<file path="src/rtl/shift_reg16_ctrl_pkg.sv">
`default_nettype none
// ============================================================================
// Module   : shift_reg16_ctrl_pkg
// Brief    : Shared opcodes, state encoding and helpers for shift_reg16_ctrl
// Revision : 1.0 - initial release
// ============================================================================
package shift_reg16_ctrl_pkg;

    // Datapath width is tied to the 16-bit rotator and is fixed.
    localparam int WIDTH = 16;
    localparam int AMT_W = 4;

    // Command opcodes carried on cmd_op.
    localparam logic [1:0] OP_LOAD = 2'b00;
    localparam logic [1:0] OP_ROR  = 2'b01;
    localparam logic [1:0] OP_ROL  = 2'b10;
    localparam logic [1:0] OP_CLR  = 2'b11;

    // Controller states: accepting commands, or stepping a rotation.
    typedef enum logic [0:0] {
        S_IDLE = 1'b0,
        S_RUN  = 1'b1
    } state_e;

    // A left rotate by n equals a right rotate by (16 - n) mod 16.
    function automatic logic [AMT_W-1:0] rol_as_ror(input logic [AMT_W-1:0] amt);
        rol_as_ror = AMT_W'(5'd16 - {1'b0, amt});
    endfunction

endpackage : shift_reg16_ctrl_pkg
`default_nettype wire

</file>
<file path="src/rtl/shift_reg16_ctrl_ror.sv">
`default_nettype none
// ============================================================================
// Module   : ror_shifter16
// Brief    : Combinational 16-bit rotate-right barrel rotator
// Revision : 1.0 - initial release
// ============================================================================
module ror_shifter16
    import shift_reg16_ctrl_pkg::*;
(
    input  logic [WIDTH-1:0] din,
    input  logic [AMT_W-1:0] s,
    output logic [WIDTH-1:0] dout
);

    // Output bit i takes input bit (i + s) mod 16; the 4-bit sum wraps naturally.
    for (genvar i = 0; i < WIDTH; i++) begin : g_bit
        assign dout[i] = din[AMT_W'(i) + s];
    end

endmodule : ror_shifter16
`default_nettype wire

</file>
<file path="src/rtl/shift_reg16_ctrl.sv">
`default_nettype none
// ============================================================================
// Module   : shift_reg16_ctrl
// Brief    : 16-bit shift-register controller around ror_shifter16. Accepts
//            LOAD/ROR/ROL/CLR over valid/ready and repeats rotations for a
//            programmable number of steps, with abort via stop.
// Revision : 1.0 - initial release
// ============================================================================
module shift_reg16_ctrl
    import shift_reg16_ctrl_pkg::*;
#(
    parameter int REP_W = 8
) (
    input  logic             clk,
    input  logic             rst_n,
    input  logic             cmd_valid,
    output logic             cmd_ready,
    input  logic [1:0]       cmd_op,
    input  logic [WIDTH-1:0] cmd_data,
    input  logic [AMT_W-1:0] cmd_amt,
    input  logic [REP_W-1:0] cmd_rep,
    input  logic             stop,
    output logic [WIDTH-1:0] q,
    output logic             busy,
    output logic             done
);

    state_e             state_q, state_d;
    logic [REP_W-1:0]   cnt_q,   cnt_d;
    logic [WIDTH-1:0]   data_q,  data_d;
    logic [AMT_W-1:0]   amt_q,   amt_d;
    logic               done_q,  done_d;
    logic [WIDTH-1:0]   w_rot_q;

    // Rotator sees the held register and the latched per-step amount.
    ror_shifter16 u_ror (
        .din  (data_q),
        .s    (amt_q),
        .dout (w_rot_q)
    );

    // Next-state, datapath and done-pulse logic; stop outranks the step in RUN.
    always_comb begin
        state_d = state_q;
        cnt_d   = cnt_q;
        data_d  = data_q;
        amt_d   = amt_q;
        done_d  = 1'b0;
        case (state_q)
            S_IDLE: begin
                if (cmd_valid) begin
                    case (cmd_op)
                        OP_LOAD: begin
                            data_d = cmd_data;
                            done_d = 1'b1;
                        end
                        OP_CLR: begin
                            data_d = '0;
                            done_d = 1'b1;
                        end
                        OP_ROR: begin
                            amt_d   = cmd_amt;
                            cnt_d   = (cmd_rep == '0) ? REP_W'(1) : cmd_rep;
                            state_d = S_RUN;
                        end
                        default: begin
                            amt_d   = rol_as_ror(cmd_amt);
                            cnt_d   = (cmd_rep == '0) ? REP_W'(1) : cmd_rep;
                            state_d = S_RUN;
                        end
                    endcase
                end
            end
            default: begin
                if (stop) begin
                    // Abort: keep the last completed step, no done pulse.
                    cnt_d   = '0;
                    state_d = S_IDLE;
                end else begin
                    data_d = w_rot_q;
                    cnt_d  = cnt_q - REP_W'(1);
                    if (cnt_q == REP_W'(1)) begin
                        state_d = S_IDLE;
                        done_d  = 1'b1;
                    end
                end
            end
        endcase
    end

    // State registers with synchronous active-low reset.
    always_ff @(posedge clk) begin
        if (!rst_n) begin
            state_q <= S_IDLE;
            cnt_q   <= '0;
            data_q  <= '0;
            amt_q   <= '0;
            done_q  <= 1'b0;
        end else begin
            state_q <= state_d;
            cnt_q   <= cnt_d;
            data_q  <= data_d;
            amt_q   <= amt_d;
            done_q  <= done_d;
        end
    end

    assign cmd_ready = (state_q == S_IDLE);
    assign busy      = (state_q == S_RUN);
    assign done      = done_q;
    assign q         = data_q;

endmodule : shift_reg16_ctrl
`default_nettype wire

</file>
<file path="config.mk">
export PLATFORM = sky130hd
export DESIGN_NAME = shift_reg16_ctrl
export DESIGN_NICKNAME = d
export VERILOG_FILES = /design/src/rtl/shift_reg16_ctrl_pkg.sv /design/src/rtl/shift_reg16_ctrl_ror.sv /design/src/rtl/shift_reg16_ctrl.sv
export SDC_FILE = /design/constraint.sdc
export NUM_CORES = 1
export LEC_CHECK = 0
export CAP_MARGIN = 20
export CORE_ASPECT_RATIO = 1.4
export CORE_MARGIN = 2
export CORE_UTILIZATION = 53
export CTS_BUF_LIST = sky130_fd_sc_hd__clkbuf_8 sky130_fd_sc_hd__clkbuf_16
export DETAILED_ROUTE_END_ITERATION = 8
export PLACE_DENSITY = 0.82
export SETUP_SLACK_MARGIN = 0.3
export SLEW_MARGIN = 20
export SYNTH_ARGS = -nofsm -noshare
export SYNTH_HDL_FRONTEND = slang
export SYNTH_HIERARCHICAL = 1
export SYNTH_SLANG_ARGS = --single-unit
</file>
<file path="constraint.sdc">
create_clock -name clk -period 4.05 [get_ports clk]
set_clock_uncertainty 0.05 [all_clocks]
set_input_delay 0.405 -clock clk [delete_from_list [all_inputs] [get_ports clk]]
set_output_delay 0.405 -clock clk [all_outputs]
set_load 0.005 [all_outputs]
</file>
# [Word level (Yosys, flattened, before mapping)]
# Cells that the tools add are included.
[classes] n_addsub=17 magnitude_cmp=16 eq_ne=5 muxes=52 n_bitwise=2 reduce_logical=8
[ops] op="< comparator 4 x 5 -> 1 bit, second input constant" count=16
[ops] op="binary-select mux 1 bit (select 4 bit)" count=16
[ops] op="2-to-1 mux 16 bit" count=3
[ops] op="2-to-1 mux 8 bit" count=5
[ops] op="adder 4 bit, first input constant" count=8
[ops] op="case mux 16 bit (2 select lines)" count=1
[ops] op="2-to-1 mux 1 bit" count=26
[ops] op="adder 3 x 4 -> 4 bit, first input constant" count=4
[ops] op="adder 2 x 4 -> 4 bit, first input constant" count=2
[ops] op="equality test 8 x 1 -> 1 bit, second input constant" count=1
[ops] op="logical NOT 8 bit" count=1
[ops] op="case mux 4 bit (2 select lines)" count=1
[ops] op="subtractor 8 x 1 -> 8 bit, second input constant" count=1
[ops] op="AND reduction 3 bit" count=2
[ops] op="adder 1 x 4 -> 4 bit, first input constant" count=1
[ops] op="subtractor 1 x 4 -> 4 bit, first input constant" count=1
[ops] op="nonzero test 3 bit" count=1
[ops] op="equality test 2 x 1 -> 1 bit, second input constant" count=1
[ops] op="equality test 2 bit, second input constant" count=1
[ops] op="logical NOT 2 bit" count=1
[ops] op="!= test 2 x 1 -> 1 bit, second input constant" count=1
[ops] op="!= test 2 bit, second input constant" count=1
[ops] op="inverter 1 bit" count=2
[ops] op="AND reduction 2 bit" count=1
[ops] op="other kinds (2)" count=2
[totals] regBits=30 inputBits=34 output_inout_bits=19 elab_cells=105

# [Longest topological paths before layout]
# Gate-level depths: netlist of the first run.
[depth] depth_word=5 depth_mapped=11 depth_no_buf=8

# [By module]
# The synthesis of the first run kept the hierarchy.
[modules_own_cells] mod="shift_reg16_ctrl" instances=1 cells_per_inst=179 area_each_um2=1572.8 seq_area_each_um2=600.6
[modules_own_cells] mod="ror_shifter16" instances=1 cells_per_inst=77 area_each_um2=1112.3 seq_area_each_um2=0.0

# [Worst setup path before layout of the first run]
# Ideal clock, no wire load.
[synth_timing] path_type="register to register" startpoint="register amt_q[1]" endpoint="register data_q[15] (netlist: q[15])" setup_time_ps=116 t_arrival_ps=2804 required_time_ps=3884 setup_slack_ps=1079 path_stages_with_launch=10 path_buffers=2 period_less_slack_ps=2971 cell_sequence="dfxtp_1 -> buf_1 -> inv_1 -> ha_1 -> buf_2 -> mux4_1 -> mux4_2 -> a22oi_1 -> nand2_1 -> o211a_1"
[synth_via] elab_chain_len=5
[synth_rtl] element="start, declared" line="shift_reg16_ctrl.sv:31" rtl="logic [AMT_W-1:0] amt_q, amt_d;"
[synth_rtl] element="start signal, assigned" line="shift_reg16_ctrl.sv:103" rtl="amt_q <= amt_d;"
[synth_rtl] element="adder 4 bit" line="shift_reg16_ctrl_ror.sv:17" rtl="assign dout[i] = din[AMT_W'(i) + s];"
[synth_rtl] element="binary-select mux 1 bit (select 4 bit)" line="shift_reg16_ctrl_ror.sv:17"
[synth_rtl] element="2-to-1 mux 1 bit (implied by the code)" line="shift_reg16_ctrl_ror.sv:17"
[synth_rtl] element="net w_rot_q[15]" line="shift_reg16_ctrl.sv:33" rtl="logic [WIDTH-1:0] w_rot_q;"
[synth_rtl] element="2-to-1 mux 16 bit" line="shift_reg16_ctrl.sv:75" rtl="if (stop) begin"
[synth_rtl] element="2-to-1 mux 16 bit" line="shift_reg16_ctrl.sv:49" rtl="case (state_q)"
[synth_rtl] element="end signal, assigned" line="shift_reg16_ctrl.sv:102" rtl="data_q <= data_d;"
[synth_rtl] element="end, declared" line="shift_reg16_ctrl.sv:30" rtl="logic [WIDTH-1:0] data_q, data_d;"
# The timed path passes the listed nets, and every way through them passes these cells. The select of a mux whose other input is x is not followed.
# A chain may end at the register's enable or synchronous reset.

# [Worst setup path in the final report of the first run]
[layout_timing] startpoint="register amt_q[0]" endpoint="register data_q[7] (netlist: q[7])"
[layout_via] elab_chain_len=5
[layout_rtl] element="adder 3 x 4 -> 4 bit" line="shift_reg16_ctrl_ror.sv:17"
[layout_rtl] element="binary-select mux 1 bit (select 4 bit)" line="shift_reg16_ctrl_ror.sv:17"
[layout_rtl] element="2-to-1 mux 1 bit (implied by the code)" line="shift_reg16_ctrl_ror.sv:17"
[layout_rtl] element="net w_rot_q[7]" line="shift_reg16_ctrl.sv:33"
[layout_rtl] element="2-to-1 mux 16 bit" line="shift_reg16_ctrl.sv:75"
[layout_rtl] element="2-to-1 mux 16 bit" line="shift_reg16_ctrl.sv:49"
# The timed path passes the listed nets, and every way through them passes these cells. The select of a mux whose other input is x is not followed.

==> run summary, run 1 <==
Post-synth EDFFs - 0
CORE AREA - 0.00488 sq mm
Hold Buf Count CTS - 0
Starting density of the core - 0.550
Gr ovfl total - 0
Clock Latency Late Sink - 0.28 ns
Clock-pin slew on the worst setup and hold paths - 0.07 ns
Avg WL per Cell - 19.6 um
Syn Area/Cell - 10.5 sq um
Max Freq - 0.355 GHz
Critical path class - reg -> reg
Tmin final - 2.81 ns
Area leader, netlist - dfxtp_1
Vias in the first global route - 2341
Final setup viols - 0
Setup TNS - 0 ns
DRC violations left - 0
Synth Instances - 256
Peak VDD IR - 0.000212 V
Slew HR - 0.338
Unrepaired setup endpoints after global routing - false
Pin count of the biggest net entering global routing - 33
CTS root buffer - clkbuf_8
Slew @ Worst Pin - 0.992 ns
Fin. Hold Viols - 0
Detailed Routing Iterations Pass 1 - 4
Status - finished, final reports clean
Vias post-DR - 2384
Synthesized Nets - 304
Area contributors post-synth - dfxtp_1 (22%), mux4_1 (13%), mux4_2 (13%)
Die Ht - 88.2 um
Die ar. - 0.00566 sq mm
Post-cts resize count - 0
GR Util All Layers - 0.273
CTS Sinks - 30
Leakage power - 1.51 nW
Max clock buf depth - 2
Dpl hpwl - 5030 um
Top cell type's share of synthesized area - 0.224
Register area share after synthesis - 0.224
Antenna cells - 0
Share of cells above drive strength 1 - 0.106
Port Buffers - 52
Nets - 349
Yosys cell types - 44
Vias per Instance - 6.53
Overall power - 1.09 mW
Area growth, synth to finish - 24.0%
Setup crit end kind - flip-flop
TritonCTS buffer count - 5
Critical Path RT - 4.18 ns
First-pass GRT wire length - 11700 um
Setup Fix Bufs, Post-CTS - 0
Mapped Area - 0.00269 sq mm
Flops & latches, synth - 30
FP Rows - 30
Initial antenna violation count - 0
Most used DFF post-synth - dfxtp_1
Critical Path AT - 2.94 ns
Max-cap violations - 0
ANT nets after route - 0
TritonCTS clock tree - built
Post-Route WL - 7150 um
Tcrit/Tclk final - 0.695
Count of final max-slew check failures - 0
DRT iter0 DRCs - 142
Tightest Hold Check Type - reg -> reg
PD cells - 327 mW/mm^2
Maximum fanout count along the critical path - 8
Ys Warns - 6
H-tree lvl count - 2
Startpoint Class - flip-flop
Chip width - 64.2 um
I/O pin count - 53
Gpl congestion - 0.851
Async S/R FF share, synth - 0
==> area by class of cell <==
| cell class | count | area [sq um] |
|---|---|---|
| Multi-Input combinational cell | 195 | 1930 |
| Fill cell | 403 | 1550 |
| Sequential cell | 30 | 601 |
| Tap cell | 64 | 80.1 |
| Inverter | 12 | 45.0 |
| Clock buffer | 6 | 82.6 |
| Clock inverter | 1 | 30.0 |
| Timing Repair Buffer | 57 | 558 |
==> per-stage QoR <==
| stage | hold slack (ns) | utilization | cell area (sq um) | instances | worst slack, ns |
|---|---|---|---|---|---|
| floorplan | 0.434 | - | 2690 | 256 | 1.08 |
| global route | 0.515 | 0.683 | 3330 | 365 | 1.07 |
| detailed placement | 0.469 | 0.659 | 3220 | 358 | 1.27 |
| global placement | 0.451 | 0.659 | 3220 | 358 | 1.40 |
| CTS | 0.481 | 0.683 | 3330 | 365 | 1.27 |
| finish | 0.479 | 0.683 | 3330 | 365 | 1.24 |
==> cells in the mapped netlist, drive strengths merged, types with 9 or more instances <==
master / n
ha: 14
nand2: 23
dfxtp: 30
mux2i: 20
inv: 11
buf: 15
a22oi: 15
mux4: 28
o211a: 18
o21ai: 9
==> layout by cell type (no fill, tap or decap), drive strengths merged, types with 2 or more instances in the layout <==
cell | Yosys | routed
mux2i | 20 | 20
ha | 14 | 14
o211a | 18 | 18
a22oi | 15 | 15
xor2 | 6 | 6
nor3b | 3 | 3
buf | 15 | 5
nand2b | 3 | 3
nand3 | 8 | 8
a31oi | 3 | 3
nor2b | 2 | 2
clkbuf | 4 | 6
nand2 | 23 | 23
or4 | 2 | 2
and2 | 2 | 2
xnor2 | 6 | 6
a21oi | 8 | 8
nor2 | 8 | 8
nor3 | 3 | 3
clkdlybuf4s50 | 0 | 52
a21boi | 2 | 2
o21ai | 9 | 9
nor4 | 2 | 2
inv | 11 | 11
o22ai | 3 | 3
dfxtp | 30 | 30
mux4 | 28 | 28
==> final timing paths <==
path,to,depth (start not counted),slack [ns],startpoint
worst max-delay path,q[7]$_SDFFE_PN0P_,7,1.24,amt_q[0]$_SDFFE_PN0P_
worst min register to register,cnt_q[6]$_SDFFE_PN0P_,2,0.48,cnt_q[6]$_SDFFE_PN0P_
worst min-delay path,cnt_q[6]$_SDFFE_PN0P_,2,0.48,cnt_q[6]$_SDFFE_PN0P_
worst max register to register,q[7]$_SDFFE_PN0P_,7,1.24,amt_q[0]$_SDFFE_PN0P_
==> state kept, by name, indices dropped and copies added, names as in the netlist <==
register	count
busy	1
cnt_q	8
amt_q	4
q	16
done	1
==> cell families (layout without fill, tap and decap cells) <==
kind of cell             Yosys count  count (layout)  share of synthesized area
multiplexers                      48              48                      0.328
flip-flops                        30              30                      0.224
AO/OA/AOI/OAI                     62              62                      0.173
adder cells (fa/ha/maj)           14              14                     0.0652
XOR/XNOR                          12              12                     0.0391
buffers and inverters             31              76                     0.0559
AND/OR/NAND/NOR                   59              59                      0.115
==> power by group <==
part,switching (mW),internal [mW]
clock,0.116,0.197
combinational,0.174,0.221
sequential,0.0565,0.323
==> critical path: stages (launching register included) <==
cell and delay [ns]:
dfxtp_1 0.35, clkinv_1 0.20, ha_1 0.55, mux4_1 0.65, mux4_2 0.49, a22oi_1 0.19
nand2_1 0.09, o211a_1 0.14
==> metal layers <==
metal | GRT usage | wire, um
met3 | 0.0560 | 412
met1 | 0.297 | 2690
met5 | 0 | 0
met2 | 0.506 | 3810
met4 | 0.130 | 245
Power figures use the tool's default switching activity.
==> run 2, diff against run 1 <==
- CORE_UTILIZATION: 53 -> 48
- PLACE_DENSITY: 0.82 -> 0.78
- clock period: 4.05 -> 2.4 ns (I/O delays scaled with it)
==> run summary, run 2 (synthesis gave the netlist of run 1 again) <==
Antenna cells - 0 (unchanged)
H-tree lvl count - 2 (unchanged)
Critical path class - reg -> reg
Slew @ Worst Pin - 0.522 ns (-0.469 ns)
Commonest non-fill, non-tap cells in the layout - clkdlybuf4s50_1 (52), mux4_2 (28), dfxtp_1 (27)
TritonCTS clock tree - built
Clock Latency Late Sink - 0.29 ns (about the same)
Area growth, synth to finish - 32.0%
Max reg flops - 16 (unchanged)
I/O pin count - 53 (unchanged)
FP Rows - 32 (+6.7%)
DRT iter0 DRCs - 171 (+20%)
Total length of routed met2 wires - 4050 um (+6.4%)
CTS root buffer - clkbuf_8
CORE AREA - 0.00545 sq mm (+12%)
Gpl congestion - 0.809 (-4.9%)
Hold Slack - 0.483 ns (+0.00319 ns)
Leakage power - 1.53 nW (+1.3%)
Max-cap violations - 0 (unchanged)
Slew HR - 0.652 (+0.314)
Setup crit end kind - flip-flop
Maximum fanout count along the critical path - 5 (-3)
Vias in the first global route - 2476 (+5.8%)
Most common cell after layout, fill and taps aside - clkdlybuf4s50_1
Dpl hpwl - 5400 um (+7.3%)
Clock-pin slew on the worst setup and hold paths - 0.08 ns (about the same)
ANT nets after route - 0 (unchanged)
Vias post-DR - 2481 (+4.1%)
Startpoint Class - flip-flop
Starting density of the core - 0.493 (-0.0571)
Max layer used - met4
Max clock buf depth - 2 (unchanged)
Final setup viols - 0 (unchanged)
Initial antenna violation count - 0 (unchanged)
Share of cells above drive strength 1 - 0.252 (+0.146)
First-pass GRT wire length - 12300 um (+5.1%)
Post-Route WL - 7740 um (+8.2%)
PD cells - 545 mW/mm^2 (+67%)
Max Freq - 0.422 GHz (+19%)
Final core utilization - 0.651 (-0.0318)
Tightest Hold Check Type - reg -> reg
TritonCTS buffer count - 5 (unchanged)
Cells after DPL - 367 (+2.5%)
M1 wire length - 2680 um (-0.45%)
Fin. Hold Viols - 0 (unchanged)
Tmin final - 2.37 ns (-0.446 ns)
Layout Cells excl Fill - 385 (+5.5%)
Hold Buf Count CTS - 0 (unchanged)
Nets - 364 (+4.3%)
Critical Path RT - 2.53 ns (-1.65 ns)
Unrepaired setup endpoints after global routing - true
Tcrit/Tclk final - 0.987 (+0.292)
Detailed Routing Iterations Pass 1 - 4 (unchanged)
Chip width - 67.2 um (+4.8%)
Gr ovfl total - 0 (unchanged)
CTS Sinks - 30 (unchanged)
Setup TNS - 0 ns (unchanged)
DRC violations left - 0 (unchanged)
Peak VDD IR - 0.000310 V (+46%)
Met3 wire len - 644 um (+56%)
Avg WL per Cell - 20.1 um (+2.6%)
Pin count of the biggest net entering global routing - 33 (unchanged)
GR Util All Layers - 0.266 (-0.00733)
Count of final max-slew check failures - 0 (unchanged)
Port Buffers - 52 (unchanged)
Critical Path AT - 2.50 ns (-0.44 ns)
Vias per Instance - 6.44 (-1.3%)
Status - finished, final reports clean
Die Ht - 92.5 um (+4.9%)
Die ar. - 0.00622 sq mm (+9.8%)
-- run 2: cell count changes in the layout (fill, tap and decap cells not counted), sizes merged --
cell and delta:
clkbuf -1, buf +14, clkinv +2, bufbuf +1
-- run 2: critical path: stages (launching register included) --
cell and delay (ns):
dfxtp_4 0.39, buf_4 0.14, bufbuf_16 0.25, mux4_2 0.54, mux4_2 0.50, a22oi_1 0.19
nand2_1 0.07, o211a_1 0.13
-- run 2: area by class of cell --
class                           count  area, sq um
Clock buffer                        5         68.8
Sequential cell                    30          607
Fill cell                         459         1900
Clock inverter                      3         40.0
Multi-Input combinational cell    195         1970
Timing Repair Buffer               72          716
Tap cell                           68         85.1
Inverter                           12         57.6
-- run 2: report_power, final --
group	total (mW)	switching, mW	internal [mW]
clock network	0.513	0.208	0.305
registers	0.635	0.0893	0.546
logic	0.783	0.346	0.437
total	1.93	0.643	1.29
-- run 2: layer usage --
layer / GRT usage / vias up
li1: - / 1101
met1: 0.284 / 1202
met2: 0.464 / 144
met3: 0.0693 / 34
met4: 0.139 / 0
met5: 0 / -
-- run 2: metrics by stage --
stage               cell area [sq um]  total power [mW]  setup slack (ns)
floorplan                        2730              1.10            -0.121
global placement                 3290              1.31            0.0495
detailed placement               3290              1.34          -0.00208
CTS                              3470              1.89            0.0792
global route                     3540              2.03           -0.0409
finish                           3540              1.93            0.0314
-- run 2: path summary, 6_finish.rpt --
kind,end,startpoint,slack [ns],cells past startpoint
setup / recovery,q[13]$_SDFFE_PN0P_,amt_q[0]$_SDFFE_PN0P_,0.03,7
hold / removal,cnt_q[6]$_SDFFE_PN0P_,cnt_q[6]$_SDFFE_PN0P_,0.48,2
setup reg to reg,q[13]$_SDFFE_PN0P_,amt_q[0]$_SDFFE_PN0P_,0.03,7
hold reg to reg,cnt_q[6]$_SDFFE_PN0P_,cnt_q[6]$_SDFFE_PN0P_,0.48,2
-- run 2: timing repair --
action | CTS | global route
hold endpoints to repair | 0 | 0
pin swaps | 7 | 5
setup endpoints to repair | 10 | 16
cloned | 1 | 0
buffers inserted | 8 | 1
resized for setup | 13 | 13
==> RTL change, RTL diff (settings of run 2) <==
`REP_W`: 8 -> 9.
--- a/src/rtl/shift_reg16_ctrl.sv
+++ b/src/rtl/shift_reg16_ctrl.sv
@@ -9,7 +9,7 @@
 module shift_reg16_ctrl
     import shift_reg16_ctrl_pkg::*;
 #(
-    parameter int REP_W = 8
+    parameter int REP_W = 9
 ) (
     input  logic             clk,
     input  logic             rst_n,
Ports: changed (resized cmd_rep); port bits go from 53 to 54. No check against the original RTL was run, so the function may have changed too.
==> RTL change against run 2 <==
  * Power fell by 0.16%
  * Design area rose by 2.8%
  * Sequential cell count rose by 1
  * Via count rose by 13%
  * Setup slack better by 79 ps
  * Area after synthesis grew 5.5%
  * Sequential share of layout area rose by 0.051 points
  * Routed wire length is 17% higher
  * Final cell count grew 3.4%
  * Hold slack gained 25 ps
  * First-iteration DRC count is 140% higher
  * Critical endpoint is now q[15]
==> RTL change: results (changes against run 2) <==
Parameter                              Value

Cells and area
  Fraction of standard cell area in multi-input logic    0.571 (+0.0148)
  Relative area of clock buffers and inverters in the final design    0.0199 (-0.0108)
  Inverter count    15 (+3)
  Data-path buffer share of cell area in the final layout    0.195 (-0.00720)
  Count of non-CTS buffers in the layout    73 (+1.4%)

Global route
  Number of global-route vias before repair    2767 (+12%)
  Total global routing track utilization    0.289 (+0.0230)
  Met2 Track Usage GR    0.483 (+0.0195)

Synthesis
  Post-Syn Nets    323 (+6.3%)
  Mapped Cells    274 (+7.0%)
  Post-synth design cell area    2830 um^2 (+5.5%)
  Top cells by instance count after synthesis    35 x a211oi_1, 31 x dfxtp_1, 20 x mux2i_1
  Synth Register Bits    31 (+3.3%)
  Synth cell types    50 (+14%)
  Cell types occupying the most area after synthesis    dfxtp_1 22%, mux4_1 12%, mux4_2 12%, a211oi_1 9.3%, mux2i_1 7.1%

Worst setup path
  Worst setup slack for register-to-register paths    110 ps (+80 ps)
  CP Data Arrival Time    2380 ps (-120 ps)
  R2r endpoint    q[15]
  CP max FO    6 (+1)
  Cell depth of the worst flop-to-flop path    6 (-1)

Power and ir drop
  Static leakage    1.31 nW (-15%)
  Highest ir drop seen on vdd    0.280 mV (-9.6%)
  P per Cell Area    529 nW/um^2 (-2.9%)
  Comb. pwr    0.000858 W (+9.6%)
  Power dissipated by switching net loads    0.000708 W (+10%)

Placed design
  Buffers added on ports    53 (+1.9%)
  Final RePlAce weighted congestion    1.02 (+27%)

Drt
  Met1 wire length    3.18 mm (+19%)
  Vias    2803 (+13%)
  Met3 wirelength from detailed routing    782 um (+21%)

STA
  Portion of the clock cycle consumed by the worst path in the final layout    0.954 (-0.0331)

Run status
  Outcome    completed

Worst hold path
  Startpoint of the worst hold path    cnt_q[3]
[RTL change: repair_timing]
action                     in CTS  in global routing
setup buffers                   5                  4
gates resized for setup        22                 12
hold endpoints to repair        0                  0
setup endpoints to repair      12                 15
pin swaps                       8                  6
[RTL change: worst max-delay path, cell delays in order (launching register included)]
cell and delay [ps]:
dfxtp_4 390, clkinv_8 60, ha_4 320, mux4_2 540, mux4_2 510, a22oi_2 190
a211oi_1 90
[RTL change: cells by family (layout without fill, tap and decap cells)]
kind of cell | Yosys count | count (layout) | synth area share
muxes | 48 | 48 | 0.311
xor gates and xnor gates | 11 | 11 | 0.0340
adders and majority gates | 14 | 14 | 0.0619
buffers and inverters | 40 | 94 | 0.0627
DFF | 31 | 31 | 0.219
AOI/OAI and AO/OA | 88 | 88 | 0.219
and+or+nand+nor | 42 | 42 | 0.0928
